==> src/rtl/controller_pkg.sv <==
// rtl/controller_pkg.sv - shared state encoding and light codes for the crossing controller
package controller_pkg;

    typedef enum logic [2:0] {
        HG = 3'd0,
        HY = 3'd1,
        AR = 3'd2,
        LG = 3'd3,
        LY = 3'd4
    } state_t;

    localparam logic [1:0] RED    = 2'b00;
    localparam logic [1:0] YELLOW = 2'b01;
    localparam logic [1:0] GREEN  = 2'b10;

    function automatic int max2(input int a, input int b);
        return (a > b) ? a : b;
    endfunction

endpackage

==> src/rtl/sensor_sync.sv <==
// rtl/sensor_sync.sv - two-flop synchronizer for the asynchronous local-road sensor
module sensor_sync (
    input  logic clk,
    input  logic rst,
    input  logic din,
    output logic dout
);

    logic meta;

    // Two back-to-back flops; both clear to "no vehicle" on reset.
    always_ff @(posedge clk) begin
        if (rst) begin
            meta <= 1'b0;
            dout <= 1'b0;
        end else begin
            meta <= din;
            dout <= meta;
        end
    end

endmodule

==> src/rtl/controller.sv <==
// rtl/controller.sv - highway/local-road traffic-light Moore FSM; SENSOR_SYNC_EN adds a 2-flop sensor synchronizer
module controller
    import controller_pkg::*;
#(
    parameter int HG_MIN_CYCLES = 4,
    parameter int YELLOW_CYCLES = 3,
    parameter int ALLRED_CYCLES = 2,
    parameter int LG_MAX_CYCLES = 8
) (
    output logic [1:0] H,
    output logic [1:0] L,
    input  logic       SENSOR,
    input  logic       RST,
    input  logic       CLK
);

    localparam int CNT_MAX = max2(max2(HG_MIN_CYCLES, YELLOW_CYCLES),
                                  max2(ALLRED_CYCLES, LG_MAX_CYCLES));
    localparam int CW      = $clog2(CNT_MAX) + 1;

    localparam logic [CW-1:0] CNT_SAT    = CW'(CNT_MAX);
    localparam logic [CW-1:0] HG_LAST    = CW'(HG_MIN_CYCLES - 1);
    localparam logic [CW-1:0] YEL_LAST   = CW'(YELLOW_CYCLES - 1);
    localparam logic [CW-1:0] AR_LAST    = CW'(ALLRED_CYCLES - 1);
    localparam logic [CW-1:0] LG_LAST    = CW'(LG_MAX_CYCLES - 1);

    state_t          state;
    state_t          state_nxt;
    logic [CW-1:0]   cnt;
    logic            s;

`ifdef SENSOR_SYNC_EN
    sensor_sync u_sensor_sync (
        .clk  (CLK),
        .rst  (RST),
        .din  (SENSOR),
        .dout (s)
    );
`else
    assign s = SENSOR;
`endif

    // State register and phase counter: counter restarts on every state change, saturates otherwise.
    always_ff @(posedge CLK) begin
        if (RST) begin
            state <= HG;
            cnt   <= '0;
        end else begin
            state <= state_nxt;
            if (state_nxt != state) begin
                cnt <= '0;
            end else if (cnt != CNT_SAT) begin
                cnt <= cnt + 1'b1;
            end
        end
    end

    // Next-state decision; unknown encodings fall back to highway green.
    always_comb begin
        state_nxt = HG;
        case (state)
            HG:      state_nxt = (s && (cnt >= HG_LAST)) ? HY : HG;
            HY:      state_nxt = (cnt == YEL_LAST) ? AR : HY;
            AR:      state_nxt = (cnt == AR_LAST) ? LG : AR;
            LG:      state_nxt = (!s || (cnt == LG_LAST)) ? LY : LG;
            LY:      state_nxt = (cnt == YEL_LAST) ? HG : LY;
            default: state_nxt = HG;
        endcase
    end

    // Light decode from the state register only; illegal states show all red.
    always_comb begin
        H = RED;
        L = RED;
        case (state)
            HG:      H = GREEN;
            HY:      H = YELLOW;
            LG:      L = GREEN;
            LY:      L = YELLOW;
            default: begin
                H = RED;
                L = RED;
            end
        endcase
    end

endmodule

==> config.mk <==
export PLATFORM = sky130hd
export DESIGN_NAME = controller
export DESIGN_NICKNAME = d
export VERILOG_FILES = /design/src/rtl/controller_pkg.sv /design/src/rtl/sensor_sync.sv /design/src/rtl/controller.sv
export SDC_FILE = /design/constraint.sdc
export NUM_CORES = 1
export LEC_CHECK = 0
export ABC_AREA = 1
export CAP_MARGIN = 20
export CELL_PAD_IN_SITES_DETAIL_PLACEMENT = 1
export CELL_PAD_IN_SITES_GLOBAL_PLACEMENT = 1
export CORE_AREA = 2 2 39 41
export DETAILED_ROUTE_END_ITERATION = 16
export DIE_AREA = 0 0 41 43
export DONT_BUFFER_PORTS = 1
export GPL_TIMING_DRIVEN = 0
export PLACE_DENSITY = 0.72
export RECOVER_POWER = 25
export SYNTH_ARGS = -nofsm -noshare
export SYNTH_HDL_FRONTEND = slang
export SYNTH_SLANG_ARGS = --single-unit
==> constraint.sdc <==
create_clock -name CLK -period 1.7 [get_ports CLK]
set_input_delay 0.34 -clock CLK [delete_from_list [all_inputs] [get_ports CLK]]
set_output_delay 0.34 -clock CLK [all_outputs]
set_load 0.02 [all_outputs]
==> results of run 1 <==
==> cells by family after synthesis <==
family / synth area share [%]
AND/OR/NAND/NOR: 40.9
buffers and inverters: 11.1
flip-flops: 27.6
AO/OA/AOI/OAI: 7.14
adder cells (fa/ha/maj): 9.85
XOR/XNOR: 3.45
==> Yosys cell counts <==
cell	number
a21oi_1	3
a31o_2	1
clkinv_1	1
dfxtp_1	7
ha_1	4
inv_1	13
inv_2	1
nand2_1	19
nand2_2	3
nand3_1	7
nand3_2	1
nand4_1	1
nor2_1	8
nor2_2	4
nor2_4	1
o211ai_1	1
o21ai_0	1
xor2_1	2
==> routing by layer <==
layer	GRT usage [%]	wire length, um	vias to the layer above
met4	6.00	19	0
met2	27.8	569	7
met1	19.5	496	220
li1	-	-	250
met3	1.57	36	2
met5	0	0	-
==> area by class of cell <==
type                       count  area, um^2
inverter                      15        56.3
sequential                     7         140
multi-input combinational     56         314
clock buffer                   4        26.3
tap                           16        20.0
fill                         198         827
==> sequential cells by signal, summed over array words and instances (netlist names) <==
register  flops
cnt           4
state         3
==> report_power, final <==
group / internal (mW) / switching [mW]
clock: 0.0891 / 0.0545
combinational: 0.0926 / 0.169
sequential: 0.198 / 0.0386
==> worst max-delay path: cells and delay by family, from the launching register on <==
kind          cells  cell delay (ps)
buf+inv           1              120
flops             1              380
simple gates      9              850
==> through the flow <==
stage	hold slack, ps	cells	power [mW]
floorplan	409	78	0.442
detailed placement	415	94	0.507
global route	154	98	0.715
global placement	418	94	0.494
CTS	151	98	0.657
finish	160	98	0.642
==> final timing paths <==
kind | from | depth (start not counted) | end
worst max register to register | state[2]$_SDFF_PP0_ | 10 | cnt[0]$_SDFFE_PP0P_
worst max-delay path | state[2]$_SDFF_PP0_ | 10 | cnt[0]$_SDFFE_PP0P_
worst min-delay path | RST | 1 | state[2]$_SDFF_PP0_
worst min register to register | cnt[1]$_SDFFE_PP0P_ | 3 | cnt[3]$_SDFFE_PP0P_
==> timing repair <==
item / 4_1_cts / 5_1_grt
gates resized for setup: 0 / 1
endpoints found under the hold margin: 0 / 0
endpoints found under the setup margin: 0 / 4
buffers inserted: 0 / 0
==> qor.csv, run 1 <==
stage,metric,value,unit
sta,worst_slack,244,ps
placement,gp_congestion,0.696,
critical_path,setup.worst_path.end_class,flip-flop,
global_route,grt_max_degree,6,
logic_synthesis,synth.area.top_cells,"dfxtp_1, nand2_1, ha_1, inv_1, nand3_1",
floorplan,die_h,43,um
floorplan,num_io_pins,7,
critical_path,crit_top_cell,nand2_2,
floorplan,die_w,41,um
detailed_routing,drc,0,
cts,htree_levels,1,
cts,clock_path_buffers,2,
global_route,grt_overflow,0,
logic_synthesis,avgSynthCellArea,6.51,um^2
run,cap_viol_max_count,0,
logic_synthesis,ys_ff_latch,7,
critical_path,path_cells,inv_2 > nand2_2 > nor2_2 > nand2_2 > nand2_1 > nor2_2 > nand3_1 > nand2_1 > nand2_2 > nor2_1,
cts,clock_sink_count,7,
sta,maxSlewHeadroom,76.4,%
detailed_routing,route.vias.total,479,
final_layout,layout_common_cells,"nand2_1, inv_1, nand3_1, nor2_1, dfxtp_1",
logic_synthesis,yosysTopAreaCell,dfxtp_1,
placement,place_ws,135,ps
status,outcome,finished clean,
critical_path,path_max_fanout,5,
sta,finClkSkew,0.252,ps
final_layout,n_antenna_cell,0,
global_route,grt_pass1_wl,2.00,mm
sta,finalCritPeriodShare,85.7,%
logic_synthesis,netlist_instances,78,
critical_path,rrSetupSlack,240,ps
detailed_routing,ant_nets,0,
pwr,peakVddDrop,0.000592,V
hold_path,min_path_type,input pin to flip-flop,
critical_path,arrival,1590,ps
cts,cts_tree,yes,
detailed_routing,totalWireLength,1.12,mm
critical_path,cp.required,1830,ps
sta,fin_setup_tns,0,ps
critical_path,start_kind,flip-flop,
sta,slew_violations,0,
floorplan,initial_core_util,36.7,%
placement,dp.final_hpwl,969,um
logic_synthesis,synth_fp_nets,85,
final_layout,final_layout_size_suffix_gt1_share,18.3,%
critical_path,path_class,flip-flop to flip-flop,
final_layout,nets,90,
placement,port_buffers,0,
floorplan,die_area,1760,um^2
sta,rsz0062_at_grt,false,
final_layout,final_area,557,um^2
final_layout,utilization,40.2,%
placement,placed_cell_area,528,um^2
cts,root_buffer,clkbuf_4,
sta,worst_pin_slew,354,ps
cts,insertion_delay,240,ps
global_route,antenna_found_initial,0,
detailed_routing,first_iter_violations,1,
final_layout,areaGrowthSynthToFinish,9.61,%
pwr,p_per_area,1150,nW/um^2
sta,fmax,0.687,GHz
pwr,p_leak,0.275,nW
sta,layout_min_cycle_time,1460,ps
global_route,grt_usage,16.2,%
global_route,grt_pass1_vias,503,
detailed_routing,post_drt_wl_per_cell,11.4,um
sta,hold_viol,0,
critical_path,cpPeakStageDelay,380,ps
logic_synthesis,yosys_warnings,0,
final_layout,final_common_cell,nand2_1,
logic_synthesis,yosysUniqueCellTypes,18,
floorplan,rows,14,
logic_synthesis,synth_top_area_share,27.6,%
cts,clk_pin_slew,50,ps
critical_path,slowest_stage,dfxtp_1,
cts,cts_made_buffers,3,
logic_synthesis,synth_seq_area_share,27.6,%
logic_synthesis,syn-cell-area,508,um^2
detailed_routing,dr.pass1.iters,3,
sta,setup_viol,0,
cts,hold_buffers,0,
floorplan,core,1380,um^2
detailed_routing,vias_per_cell,4.89,
(Power assumes the default switching activity.)
==> run 2, diff against run 1 <==
--- a/config.mk
+++ b/config.mk
@@ -16,6 +16,7 @@
 export GPL_TIMING_DRIVEN = 0
 export PLACE_DENSITY = 0.72
 export RECOVER_POWER = 25
+export SKIP_CTS_REPAIR_TIMING = 1
 export SYNTH_ARGS = -nofsm -noshare
 export SYNTH_HDL_FRONTEND = slang
 export SYNTH_SLANG_ARGS = --single-unit
==> results of run 2 <==
No change in the layout: final DEF, timing and power equal those of run 1.
==> run 3, diff against run 2 <==
--- a/config.mk
+++ b/config.mk
@@ -10,6 +10,7 @@
 export CELL_PAD_IN_SITES_DETAIL_PLACEMENT = 1
 export CELL_PAD_IN_SITES_GLOBAL_PLACEMENT = 1
 export CORE_AREA = 2 2 39 41
+export CTS_CLUSTER_SIZE = 28
 export DETAILED_ROUTE_END_ITERATION = 16
 export DIE_AREA = 0 0 41 43
 export DONT_BUFFER_PORTS = 1
==> results of run 3 <==
No change in the layout: final DEF, timing and power equal those of run 1.
